`src/rtl/if_stage_pkg.sv`:
```
// Shared widths, reset vector and fetch-buffer entry layout for the IF stage.
// No logic; imported by the interface, FIFO and top.
package if_stage_pkg;

  localparam int IF_TO_IPD_BUS_WD = 96;
  localparam int ID_TO_IF_BUS_WD  = 33;
  localparam logic [31:0] RESET_PC = 32'h1c00_0000;

  typedef struct packed {
    logic [31:0] pc;
    logic [31:0] inst;
  } ibuf_entry_t;

  // Static not-taken prediction: the next sequential word.
  function automatic logic [31:0] pred_next_pc(input logic [31:0] pc);
    return pc + 32'd4;
  endfunction

endpackage

```
`src/rtl/if_stage_if.sv`:
```
// IF stage bus bundle: redirect input, instruction SRAM port and IPD handshake.
// master = fetch stage side, slave = SRAM / ID / IPD environment side.
interface if_stage_if;
  import if_stage_pkg::*;

  logic [ID_TO_IF_BUS_WD-1:0]  ID_to_IF_bus;
  logic                        inst_sram_en;
  logic [31:0]                 inst_sram_addr;
  logic [31:0]                 inst_sram_rdata;
  logic                        IPD_allow_in;
  logic                        IF_to_IPD_valid;
  logic [IF_TO_IPD_BUS_WD-1:0] IF_to_IPD_bus;

  modport master (
    input  ID_to_IF_bus,
    input  inst_sram_rdata,
    input  IPD_allow_in,
    output inst_sram_en,
    output inst_sram_addr,
    output IF_to_IPD_valid,
    output IF_to_IPD_bus
  );

  modport slave (
    output ID_to_IF_bus,
    output inst_sram_rdata,
    output IPD_allow_in,
    input  inst_sram_en,
    input  inst_sram_addr,
    input  IF_to_IPD_valid,
    input  IF_to_IPD_bus
  );

endinterface

```
`src/rtl/if_inst_fifo.sv`:
```
// Fetch buffer: circular FIFO, push/pop in the same cycle, flush clears it.
// Head is registered storage (no bypass); caller guarantees no push when full.
module if_inst_fifo #(
  parameter  int DEPTH = 2,
  parameter  int WIDTH = 64,
  localparam int PW    = $clog2(DEPTH),
  localparam int CW    = PW + 1
) (
  input  logic             clk,
  input  logic             reset,
  input  logic             push,
  input  logic [WIDTH-1:0] push_dat,
  input  logic             pop,
  input  logic             flush,
  output logic [CW-1:0]    count,
  output logic [WIDTH-1:0] head_dat
);

  logic [WIDTH-1:0] mem_q [DEPTH];
  logic [WIDTH-1:0] mem_d [DEPTH];
  logic [PW-1:0]    head_q, head_d;
  logic [PW-1:0]    tail_q, tail_d;
  logic [CW-1:0]    count_q, count_d;

  always_comb begin
    mem_d   = mem_q;
    head_d  = head_q;
    tail_d  = tail_q;
    count_d = count_q;
    if (flush) begin
      head_d  = '0;
      tail_d  = '0;
      count_d = '0;
    end else begin
      if (push) begin
        mem_d[tail_q] = push_dat;
        tail_d        = tail_q + 1'b1;
      end
      if (pop) begin
        head_d = head_q + 1'b1;
      end
      count_d = count_q + CW'(push) - CW'(pop);
    end
  end

  always_ff @(posedge clk) begin
    if (reset) begin
      for (int i = 0; i < DEPTH; i++) begin
        mem_q[i] <= '0;
      end
      head_q  <= '0;
      tail_q  <= '0;
      count_q <= '0;
    end else begin
      mem_q   <= mem_d;
      head_q  <= head_d;
      tail_q  <= tail_d;
      count_q <= count_d;
    end
  end

  assign count    = count_q;
  assign head_dat = mem_q[head_q];

endmodule

```
`src/rtl/if_stage.sv`:
```
// Instruction fetch: PC register, one SRAM read per cycle, buffered hand-off to IPD.
// Issue-to-valid 2 cycles; stops issuing when buffer plus in-flight read would overflow.
module if_stage
  import if_stage_pkg::*;
#(
  parameter logic [31:0] RESET_PC   = if_stage_pkg::RESET_PC,
  parameter int          IBUF_DEPTH = 2
) (
  input logic          clk,
  input logic          reset,
  if_stage_if.master   bus_if
);

  localparam int CW = $clog2(IBUF_DEPTH) + 1;
  localparam int OW = CW + 1;

  logic [31:0]   fetch_pc_q, fetch_pc_d;
  logic          inflight_q, inflight_d;
  logic [31:0]   inflight_pc_q, inflight_pc_d;

  logic          br_cancel;
  logic [31:0]   redirect_addr;
  logic [31:0]   issue_addr;
  logic          issue;
  logic          push;
  logic          pop;
  logic          out_vld;
  logic [OW-1:0] occupancy;
  logic [CW-1:0] fifo_count;
  ibuf_entry_t   push_entry;
  ibuf_entry_t   head_entry;

  if_inst_fifo #(
    .DEPTH (IBUF_DEPTH),
    .WIDTH ($bits(ibuf_entry_t))
  ) u_fifo (
    .clk      (clk),
    .reset    (reset),
    .push     (push),
    .push_dat (push_entry),
    .pop      (pop),
    .flush    (br_cancel),
    .count    (fifo_count),
    .head_dat (head_entry)
  );

  always_comb begin
    br_cancel     = bus_if.ID_to_IF_bus[32];
    redirect_addr = bus_if.ID_to_IF_bus[31:0] & ~32'h3;

    out_vld = (fifo_count != '0) & ~br_cancel & ~reset;
    pop     = out_vld & bus_if.IPD_allow_in;

    // A response landing during a redirect belongs to the wrong path.
    push            = inflight_q & ~br_cancel;
    push_entry.pc   = inflight_pc_q;
    push_entry.inst = bus_if.inst_sram_rdata;

    // Reserve a slot for every outstanding read so the push can never be refused.
    occupancy  = OW'(fifo_count) + OW'(inflight_q) - OW'(pop);
    issue      = br_cancel | (occupancy < OW'(IBUF_DEPTH));
    issue_addr = br_cancel ? redirect_addr : fetch_pc_q;

    fetch_pc_d    = issue ? issue_addr + 32'd4 : fetch_pc_q;
    inflight_d    = issue;
    inflight_pc_d = issue ? issue_addr : inflight_pc_q;
  end

  always_ff @(posedge clk) begin
    if (reset) begin
      fetch_pc_q    <= RESET_PC;
      inflight_q    <= 1'b0;
      inflight_pc_q <= '0;
    end else begin
      fetch_pc_q    <= fetch_pc_d;
      inflight_q    <= inflight_d;
      inflight_pc_q <= inflight_pc_d;
    end
  end

  assign bus_if.inst_sram_en    = issue & ~reset;
  assign bus_if.inst_sram_addr  = reset ? RESET_PC : issue_addr;
  assign bus_if.IF_to_IPD_valid = out_vld;
  assign bus_if.IF_to_IPD_bus   = reset ? '0
                                : {pred_next_pc(head_entry.pc), head_entry.pc, head_entry.inst};

endmodule

```
`src/flat_wrapper.sv`:
```
// flat-port wrapper written by rule: the top's interface ports become plain ports
module if_stage_flat import if_stage_pkg::*;
#(
  parameter logic [31:0] RESET_PC   = if_stage_pkg::RESET_PC,
  parameter int          IBUF_DEPTH = 2
)
  (clk, reset, bus_if_ID_to_IF_bus, bus_if_inst_sram_rdata, bus_if_IPD_allow_in, bus_if_inst_sram_en, bus_if_inst_sram_addr, bus_if_IF_to_IPD_valid, bus_if_IF_to_IPD_bus);
  if_stage_if bus_if_i ();
  input logic clk;
  input logic reset;
  input wire logic [$bits(bus_if_i.ID_to_IF_bus)-1:0] bus_if_ID_to_IF_bus;
  input wire logic [$bits(bus_if_i.inst_sram_rdata)-1:0] bus_if_inst_sram_rdata;
  input wire logic [$bits(bus_if_i.IPD_allow_in)-1:0] bus_if_IPD_allow_in;
  output wire logic [$bits(bus_if_i.inst_sram_en)-1:0] bus_if_inst_sram_en;
  output wire logic [$bits(bus_if_i.inst_sram_addr)-1:0] bus_if_inst_sram_addr;
  output wire logic [$bits(bus_if_i.IF_to_IPD_valid)-1:0] bus_if_IF_to_IPD_valid;
  output wire logic [$bits(bus_if_i.IF_to_IPD_bus)-1:0] bus_if_IF_to_IPD_bus;
  assign bus_if_i.ID_to_IF_bus = bus_if_ID_to_IF_bus;
  assign bus_if_i.inst_sram_rdata = bus_if_inst_sram_rdata;
  assign bus_if_i.IPD_allow_in = bus_if_IPD_allow_in;
  assign bus_if_inst_sram_en = bus_if_i.inst_sram_en;
  assign bus_if_inst_sram_addr = bus_if_i.inst_sram_addr;
  assign bus_if_IF_to_IPD_valid = bus_if_i.IF_to_IPD_valid;
  assign bus_if_IF_to_IPD_bus = bus_if_i.IF_to_IPD_bus;
  if_stage #(.RESET_PC(RESET_PC), .IBUF_DEPTH(IBUF_DEPTH)) u_core (.clk(clk), .reset(reset), .bus_if(bus_if_i));
endmodule
```
`config.mk`:
```
export PLATFORM = sky130hd
export DESIGN_NAME = if_stage_flat
export DESIGN_NICKNAME = d
export VERILOG_FILES = /design/src/rtl/if_stage_pkg.sv /design/src/rtl/if_stage_if.sv /design/src/rtl/if_inst_fifo.sv /design/src/rtl/if_stage.sv /design/src/flat_wrapper.sv
export SDC_FILE = /design/constraint.sdc
export NUM_CORES = 1
export LEC_CHECK = 0
export BUFFER_PORTS_ARGS = -buffer_cell sky130_fd_sc_hd__buf_2
export CAP_MARGIN = 20
export CORE_MARGIN = 10
export CORE_UTILIZATION = 50
export DETAILED_ROUTE_END_ITERATION = 8
export GPL_TIMING_DRIVEN = 1
export PLACE_DENSITY = 0.73
export SLEW_MARGIN = 20
export SYNTH_ARGS = -nofsm -noshare
export SYNTH_HDL_FRONTEND = slang
export SYNTH_SLANG_ARGS = --single-unit
```
`constraint.sdc`:
```
create_clock -name clk -period 3.7 [get_ports clk]
set_input_delay 0.37 -clock clk [delete_from_list [all_inputs] [get_ports clk]]
set_output_delay 0.37 -clock clk [all_outputs]
set_load 0.01 [all_outputs]
```
==> results of run 1 <==
metal layers:
layer | vias up | routed length (µm) | global-route usage (%)
met5 | - | 0 | 0
met4 | 0 | 282 | 5.12
met3 | 19 | 1910 | 4.35
met2 | 280 | 12000 | 29.9
met1 | 4267 | 13100 | 28.0
li1 | 4706 | - | -
synthesized netlist by cell type, drive strengths merged (5+ instances only):
| cell type | instances |
|---|---|
| nand2 | 297 |
| dfxtp | 195 |
| nor2 | 169 |
| a21oi | 162 |
| mux2i | 93 |
| clkbuf | 68 |
| a211oi | 36 |
| xor2 | 35 |
| buf | 30 |
| xnor2 | 29 |
| nand3 | 21 |
| nor3 | 21 |
| o21ai | 21 |
| nor2b | 15 |
| nand3b | 14 |
| nand4 | 14 |
| inv | 12 |
| nand2b | 12 |
| and2 | 8 |
| nor4 | 7 |
| nand4b | 6 |
| a22oi | 5 |
| ha | 5 |
| mux2 | 5 |
flip-flops by register name (all words and copies together), names as in the netlist:
| register | cells |
|---|---|
| u_core.inflight_pc_q | 32 |
| u_core.fetch_pc_q | 30 |
| u_core.u_fifo.head_q | 1 |
| u_core.u_fifo.mem_q | 128 |
| u_core.u_fifo.tail_q | 1 |
| u_core.inflight_q | 1 |
| u_core.u_fifo.count | 2 |
power groups by stage:
stage	logic (mW)	registers, mW	clock network, mW
after CTS	0.547	2.26	1.93
after global placement	0.535	2.30	0
final	0.545	2.26	1.89
after global routing	0.609	2.27	2.01
after floorplan	0.363	2.28	0
after detailed placement	0.545	2.31	0
stage by stage:
stage | setup slack (ns) | power, mW | utilization (%) | instance area, µm² | cells
global placement | 0.470 | 2.84 | 56.2 | 11300 | 1701
CTS | 0.0449 | 4.73 | 59.3 | 11900 | 1733
floorplan | 0.189 | 2.65 | - | 10200 | 1311
finish | 0.168 | 4.70 | 59.3 | 11900 | 1734
global route | 0.0177 | 4.89 | 59.3 | 11900 | 1734
detailed placement | 0.447 | 2.85 | 56.2 | 11300 | 1701
critical path, cell delays in order (launching register included):
cell and delay, ns:
dfxtp_4 0.50, mux2i_1 0.16, inv_1 0.08, ha_1 0.14, inv_1 0.09, a2111o_1 0.49, nand2b_1 0.42, a2111oi_4 0.44
xor2_1 0.17, nor2_1 0.06, buf_2 0.18
area by class of cell:
class                   instances  area, µm²  share of cell area, %
multi-input cells            1006       5790                   48.5
flip-flops and latches        195       3910                   32.7
repair buffers                219       1230                   10.4
clock buffers                  22        495                   4.15
well taps                     270        338                   2.83
clock inverters                10        119                  0.996
inverters                      12       45.0                  0.378
logic make-up after synthesis:
group           after synthesis  share of synthesized area [%]
simple gates                592                           25.8
compound gates              246                           14.7
flops                       195                           38.3
buf+inv                     110                           4.98
mux                          98                           9.77
xor+xnor                     64                           5.51
fa+ha+maj                     6                          0.811
worst paths after layout:
path / to / slack [ns] / cells after the start
worst min register to register: u_core.u_fifo.mem_q[106]$_SDFFE_PP0P_ / 0.45 / 2
worst min-delay path: u_core.u_fifo.mem_q[11]$_SDFFE_PP0P_ / 0.19 / 3
worst max register to register: u_core.fetch_pc_q[24]$_SDFFE_PP0P_ / 0.78 / 9
worst max-delay path: bus_if_IF_to_IPD_bus[86] / 0.17 / 10
==> flow_summary.toml, run 1 <==
[critical_path]
path_class = "reg -> out"
worstSetupStartpoint = "u_core.u_fifo.head_q$_SDFFE_PP0P_"
cp-end-kind = "primary output"
worstPathMaxFanout = 15
required_ns = 3.33
cp.arrival_ns = 3.16
cp-start-kind = "register"
r2r-start = "u_core.u_fifo.count[1]$_SDFF_PP0_"

[grt]
antenna_found_initial = 0
grt_pass1_wl_um = 43800
overflow = 0
grt_usage_pct = 19.8
grt_pass1_vias = 8632
grt_max_degree = 224

[min_path]
hp-start = "bus_if_inst_sram_rdata[11]"
hold_class = "in -> reg"

[logic_synthesis]
synthFlopType = "dfxtp_1"
ys_types = 65
yosys_warnings = 0
synthCells = 1311
synth_edf_count = 0
synthTopCellsByArea = "dfxtp_1 38%, nand2_1 11%, mux2i_1 8.9%"
netlist_area_mm2 = 0.0102
yosysTopAreaCell = "dfxtp_1"
avgSynthCellArea_um2 = 7.76
async_flop_share_pct = 0
synth_top_area_share_pct = 38.3
syn-num-nets = 1385
seq_area_frac_synth_pct = 38.3
ys_ff_latch = 195

[die]
dieArea_mm2 = 0.0265
row_count = 52
io_pins = 198
die_h_um = 163
die_w_um = 163
start_util_pct = 50.6
core-area_mm2 = 0.0201

[finish]
final_common_cell = "nand2_1"
drive_above_1_share_pct = 19.8
area_growth_syn_to_layout_pct = 17.2
layout_common_cells = "297 x nand2_1, 194 x dfxtp_1, 193 x buf_2"
final_nets = 1525
diodes = 0
filler_cell_count = 1842

[cts]
cts_hold_buf = 0
clockBufferDepth = 2
numCtsBuffers = 17
root_buffer = "clkbuf_16"
clock_sinks = 195
cts.clk_slew.worst_paths_ns = 0.07
ctsResizeCount = 0
postCtsSetupRepairBufs = 0
clock_latency_ns = 0.43
cts_tree = "yes"
cts_max_level = 4

[sta]
period_needed_ns = 3.53
tns_ns = 0
fin_hold_ws_ns = 0.189
rsz0062_at_grt = "false"
maxSlewViolCount = 0
timing.fmax_ghz = 0.283
finalClockSkew_ns = 0.0144
slew-limit-headroom_pct = 36.1
setup_viol = 0
period_share_pct = 95.5
finalHoldViolCount = 0
tightest_slew_ns = 0.958

[pwr]
seqPwrFrac_pct = 48.1
powerDensity_mw_per_mm2 = 394
power.switching_mw = 1.21
p_leak_nw = 4.79
combPwrFrac_pct = 11.6
clock_power_share_pct = 40.3
p_sw_share_pct = 25.8
internal_power_mw = 3.49
ir_drop_v = 0.000311

[routing]
wl_um = 27300
drt-wirelength-per-cell_um = 15.7
num_vias = 9272
drt_iter0_markers = 827
via_per_inst = 5.35
drcViolationCount = 0
dr.pass1.iters = 5
ant_nets = 0

[place]
gp_congestion = 0.864
dp_hpwl_um = 19000
portBuffers = 195

[job]
drv_cap = 0

[run_status]
status = "complete, no violations"
(Power assumes the default switching activity.)
==> run 2: changes to the inputs <==
--- a/config.mk
+++ b/config.mk
@@ -5,6 +5,7 @@
 export SDC_FILE = /design/constraint.sdc
 export NUM_CORES = 1
 export LEC_CHECK = 0
+export ABC_AREA = 1
 export BUFFER_PORTS_ARGS = -buffer_cell sky130_fd_sc_hd__buf_2
 export CAP_MARGIN = 20
 export CORE_MARGIN = 10
==> run 2 against run 1 <==
  * Synthesized area grew 2.7%
  * Routed wire length grew 12%
  * Utilization grew 0.096 points
  * Clock skew shrank 0.00075 ns
  * Critical path depth grew 3
  * Clock-buffer cell count shrank 5
  * Die area grew 2.3%
  * Largest cell class unchanged
  * Global-route usage grew 2.3 points
  * Via count grew 14%
  * Largest power group unchanged
  * Combinational power grew 29%
  * Cell count grew 21%
  * First-iteration DRC count grew 36%
  * Critical endpoint is now bus_if_inst_sram_en
==> flow_summary.toml, run 2 <==
[routing]
num_vias = 10600
drt_iter0_markers = 1121
via_per_inst = 5.06
dr.pass1.iters = 6
drcViolationCount = 0
drt-wirelength-per-cell_um = 14.6
wl_um = 30600
ant_nets = 0

[logic_synthesis]
syn-num-nets = 1746
seq_area_frac_synth_pct = 37.4
synthMuxAreaShare_pct = 0
ys_types = 39
yosys.area_share.adder_pct = 0.790
synthTopCellsByCount = "358 x nand2_1, 254 x nor2_1, 229 x inv_1, 203 x o21ai_0, 195 x dfxtp_1"
synth_compound_area_share_pct = 19.8
synth_xor_area_share_pct = 0.922
yosysTopAreaCell = "dfxtp_1"
synthTopCellsByArea = "dfxtp_1 37%, nand2_1 13%, o21ai_0 9.7%"
synth_top_family_by_area = "simple AND/OR/NAND/NOR gates"
synth_edf_count = 0
synthCells = 1672
async_flop_share_pct = 0
synth_top_area_share_pct = 37.4
synthFlopType = "dfxtp_1"
yosys_warnings = 0
avgSynthCellArea_um2 = 6.25
synth-simple-area-share_pct = 28.3
yosysMostFrequentCell = "nand2_1"
ys_ff_latch = 195
netlist_area_mm2 = 0.0105

[place]
dp_slack_ns = 0.249
portBuffers = 195
gp_congestion = 0.930
dp_hpwl_um = 22300

[critical_path]
cp-end-kind = "primary output"
cp-start-kind = "register"
path_class = "reg -> out"
required_ns = 3.33
worstPathMaxFanout = 5
crit_slowest_cell = "fa_1"
cp.arrival_ns = 2.99
crit_chain = "inv_1, a21oi_1, nand2_1, inv_1, ha_1, nor2_1, fa_1, a21oi_1, o21ai_0, nand2_2, nand2_1, inv_2, buf_2"
max_stage_delay_ns = 0.44

[cts]
numCtsBuffers = 17
cts_max_level = 4
root_buffer = "clkbuf_16"
clockBufferDepth = 2
clock_latency_ns = 0.45
clock_sinks = 195
cts_tree = "yes"
cts_hold_buf = 0
cts.clk_slew.worst_paths_ns = 0.07

[finish]
layout_common_cells = "357 x nand2_1, 254 x nor2_1, 226 x inv_1"
diodes = 0
drive_above_1_share_pct = 16.0
area_growth_syn_to_layout_pct = 16.2
final_nets = 1884
top_register = "u_core.u_fifo.mem_q"
reg_top3 = "u_core.u_fifo.mem_q: 128 flops, u_core.inflight_pc_q: 32 flops, u_core.fetch_pc_q: 30 flops"
largest_reg_flops = 128
fin_util_pct = 59.4
final_common_cell = "nand2_1"

[pwr]
p_sw_share_pct = 30.1
seqPwrFrac_pct = 46.3
clock_power_share_pct = 39.3
ir_drop_v = 0.000297
combPwrFrac_pct = 14.4
internal_power_mw = 3.43
p_leak_nw = 5.65
powerDensity_mw_per_mm2 = 404
power.switching_mw = 1.47

[die]
start_util_pct = 51.2
die_w_um = 165
die_h_um = 165
io_pins = 198
row_count = 52
core-area_mm2 = 0.0204
dieArea_mm2 = 0.0271

[sta]
setup_slack_ns = 0.344
timing.fmax_ghz = 0.298
finalHoldViolCount = 0
finalClockSkew_ns = 0.0136
tns_ns = 0
period_share_pct = 90.7
period_needed_ns = 3.36
maxSlewViolCount = 0
slew-limit-headroom_pct = 57.2
tightest_slew_ns = 0.643
rsz0062_at_grt = "false"
setup_viol = 0

[grt]
grt_usage_pct = 22.1
antenna_found_initial = 0
grt_max_degree = 84
grt_pass1_wl_um = 49100
grt_pass1_vias = 9617
overflow = 0

[min_path]
hold_class = "in -> reg"

[run_status]
status = "complete, no violations"

[job]
drv_cap = 0
-- run 2: cell types whose count changed after synthesis, sizes merged, moves of 26 or more --
cell | previous run | this run
inv | 12 | 236
o21ai | 21 | 236
nor2 | 169 | 275
mux2i | 93 | 0
nand2 | 297 | 364
a211oi | 36 | 3
nand3 | 21 | 54
xnor2 | 29 | 2
xor2 | 35 | 9
-- run 2: per-layer routing --
layer	GRT usage (%)	vias up	wire length (µm)
met3	4.61	37	2180
met2	33.6	319	13300
met4	6.92	0	614
met1	30.6	4694	14500
li1	-	5545	-
met5	0	-	0
-- run 2: final cells by class --
cell class / instances / area (µm²)
Fill cell: 2039 / 8290
Sequential cell: 195 / 3910
Clock inverter: 15 / 199
Timing Repair Buffer: 214 / 1160
Inverter: 236 / 888
Tap cell: 270 / 338
Clock buffer: 17 / 425
Multi-Input combinational cell: 1146 / 5230
-- run 2: worst max-delay path: cells and delay by family (launching register included) --
family          cells  cell delay, ns
compound gates      3            0.46
fa+ha+maj           2            0.67
buf+inv             4            0.51
flops               1            0.38
simple gates        4            0.51
-- run 2: kinds of logic after synthesis --
logic type	Yosys count
xor gates and xnor gates	11
buffers and inverters	331
AOI/OAI and AO/OA	406
adders and majority gates	6
and+or+nand+nor	723
DFF	195
-- run 2: power groups by stage --
stage | combinational, mW | clock (mW) | sequential (mW)
final | 0.704 | 1.93 | 2.27
after global routing | 0.805 | 2.04 | 2.28
after CTS | 0.704 | 1.96 | 2.27
after detailed placement | 0.700 | 0 | 2.32
after global placement | 0.689 | 0 | 2.32
after floorplan | 0.472 | 0 | 2.30
-- run 2: stage by stage --
step	instance area (µm²)	instances	hold slack, ns	total power, mW
final	12100	2093	0.201	4.91
after floorplan	10500	1672	0.420	2.77
after detailed placement	11500	2058	0.431	3.02
after global placement	11500	2058	0.427	3.00
after CTS	12100	2090	0.189	4.94
after global routing	12100	2093	0.197	5.13
-- run 2: path summary, 6_finish.rpt --
kind / startpoint / endpoint / slack, ns / cells past startpoint
worst max-delay path: u_core.u_fifo.count[1]$_SDFF_PP0_ / bus_if_inst_sram_en / 0.34 / 13
worst min-delay path: bus_if_inst_sram_rdata[16] / u_core.u_fifo.mem_q[16]$_SDFFE_PP0P_ / 0.20 / 3
worst max register to register: u_core.u_fifo.count[1]$_SDFF_PP0_ / u_core.fetch_pc_q[20]$_SDFFE_PP0P_ / 0.68 / 17
worst min register to register: u_core.u_fifo.mem_q[75]$_SDFFE_PP0P_ / u_core.u_fifo.mem_q[75]$_SDFFE_PP0P_ / 0.44 / 2
-- run 2: timing repair --
action                                  CTS  global route
endpoints found under the setup margin    0             1
resized for setup                         0             2
setup buffers                             0             3
==> run 3: changes to the inputs <==
--- a/config.mk
+++ b/config.mk
@@ -9,10 +9,10 @@
 export BUFFER_PORTS_ARGS = -buffer_cell sky130_fd_sc_hd__buf_2
 export CAP_MARGIN = 20
 export CORE_MARGIN = 10
-export CORE_UTILIZATION = 50
+export CORE_UTILIZATION = 56
 export DETAILED_ROUTE_END_ITERATION = 8
 export GPL_TIMING_DRIVEN = 1
-export PLACE_DENSITY = 0.73
+export PLACE_DENSITY = 0.81
 export SLEW_MARGIN = 20
 export SYNTH_ARGS = -nofsm -noshare
 export SYNTH_HDL_FRONTEND = slang
==> run 3 against run 2 <==
  * Routed wire length is 3.4% lower
  * Flip-flop and latch count stayed put
  * Worst setup slack worse by 0.073 ns
  * Largest cell class unchanged
  * Fmax is 2.1% lower
  * Critical path type unchanged
  * Highest routed layer unchanged
==> flow_summary.toml, run 3 (synthesis gave the netlist of run 2 again) <==
[die]
io_pins = 198
die_w_um = 157
row_count = 49
dieArea_mm2 = 0.0245
core-area_mm2 = 0.0181
die_h_um = 157
start_util_pct = 57.6

[cts]
root_buffer = "clkbuf_16"
numCtsBuffers = 17
cts_max_level = 4
cts.clk_slew.worst_paths_ns = 0.08
clockBufferDepth = 2
postCtsSetupRepairBufs = 0
ctsResizeCount = 0
clock_latency_ns = 0.45
cts_tree = "yes"
cts_hold_buf = 0
clock_sinks = 195

[routing]
drt_iter0_markers = 991
drcViolationCount = 0
wl_um = 29500
num_vias = 10700
ant_nets = 0
drt-wirelength-per-cell_um = 14.4
dr.pass1.iters = 5
via_per_inst = 5.22

[sta]
finalHoldViolCount = 0
setup_viol = 0
period_needed_ns = 3.43
fin_hold_ws_ns = 0.208
maxSlewViolCount = 0
timing.fmax_ghz = 0.292
finalClockSkew_ns = 0.0155
period_share_pct = 92.7
tightest_slew_ns = 0.801
rsz0062_at_grt = "false"
slew-limit-headroom_pct = 46.1
tns_ns = 0

[critical_path]
worstPathMaxFanout = 62
cp.arrival_ns = 3.06
cp-end-kind = "primary output"
cp-start-kind = "register"
path_class = "reg -> out"
reg2reg_slack_ns = 0.80
required_ns = 3.33

[place]
placed_area_mm2 = 0.0114
dp_cells = 2016
dp_hpwl_um = 21300
portBuffers = 195
gp_congestion = 0.930

[grt]
grt_pass1_wl_um = 47100
overflow = 0
antenna_found_initial = 0
grt_usage_pct = 23.1
grt_max_degree = 169
grt_pass1_vias = 9492

[run_status]
status = "complete, no violations"

[finish]
largest_reg_flops = 128
filler_cell_count = 1740
reg_top3 = "u_core.u_fifo.mem_q: 128 flops, u_core.inflight_pc_q: 32 flops, u_core.fetch_pc_q: 30 flops"
final_common_cell = "nand2_1"
fin_cells = 2048
design_area_mm2 = 0.0121
area_growth_syn_to_layout_pct = 15.4
layout_common_cells = "358 x nand2_1, 254 x nor2_1, 227 x inv_1"
top_register = "u_core.u_fifo.mem_q"
drive_above_1_share_pct = 15.7
final_nets = 1880
diodes = 0

[pwr]
p_total_mw = 4.85
powerDensity_mw_per_mm2 = 402
ir_drop_v = 0.000338
p_leak_nw = 5.64

[min_path]
hold_class = "in -> reg"

[job]
drv_cap = 0
run 3: stage by stage:
step / setup WS [ns] / util, %
after floorplan: 0.576 / -
after global placement: 0.555 / 63.1
after detailed placement: 0.518 / 63.1
after CTS: 0.301 / 66.4
after global routing: 0.0293 / 66.4
final: 0.271 / 66.4
run 3: worst paths after layout:
check	start	cells past startpoint	endpoint
worst min-delay path	bus_if_inst_sram_rdata[9]	3	u_core.u_fifo.mem_q[73]$_SDFFE_PP0P_
worst min register to register	u_core.u_fifo.mem_q[68]$_SDFFE_PP0P_	2	u_core.u_fifo.mem_q[68]$_SDFFE_PP0P_
worst max register to register	u_core.u_fifo.count[1]$_SDFF_PP0_	16	u_core.fetch_pc_q[17]$_SDFFE_PP0P_
worst max-delay path	u_core.u_fifo.head_q$_SDFFE_PP0P_	11	bus_if_IF_to_IPD_bus[84]
run 3: area by class of cell:
class / count / area, µm² / share of cell area [%]
inverter: 236 / 888 / 7.37
timing repair buffer: 210 / 1140 / 9.47
sequential: 195 / 3910 / 32.4
tap: 229 / 287 / 2.38
multi-input combinational: 1146 / 5220 / 43.3
clock buffer: 18 / 439 / 3.64
clock inverter: 14 / 173 / 1.43
run 3: where the power goes:
part | switching (mW) | internal [mW] | leakage [nW]
clock network | 0.941 | 0.937 | 0.297
registers | 0.0599 | 2.21 | 1.60
logic | 0.467 | 0.233 | 3.74
total | 1.47 | 3.38 | 5.64
run 3: critical path, stage by stage (launching register included):
cell     delay, ns
dfxtp_4       0.73
nand2_1       0.10
o21ai_1       0.24
ha_1          0.29
nand2_1       0.11
nor3_2        0.39
nand3_1       0.21
nor2_1        0.16
nand2_1       0.06
o21ai_0       0.11
inv_1         0.06
buf_2         0.14
run 3: layer usage:
metal | GRT usage, % | up-vias | share of wire, % | wire, µm
li1 | - | 5540 | - | -
met2 | 34.9 | 373 | 43 | 12700
met4 | 7.60 | 0 | 2.2 | 657
met3 | 5.15 | 51 | 7.9 | 2340
met5 | 0 | - | 0 | 0
met1 | 32.0 | 4730 | 47 | 13800
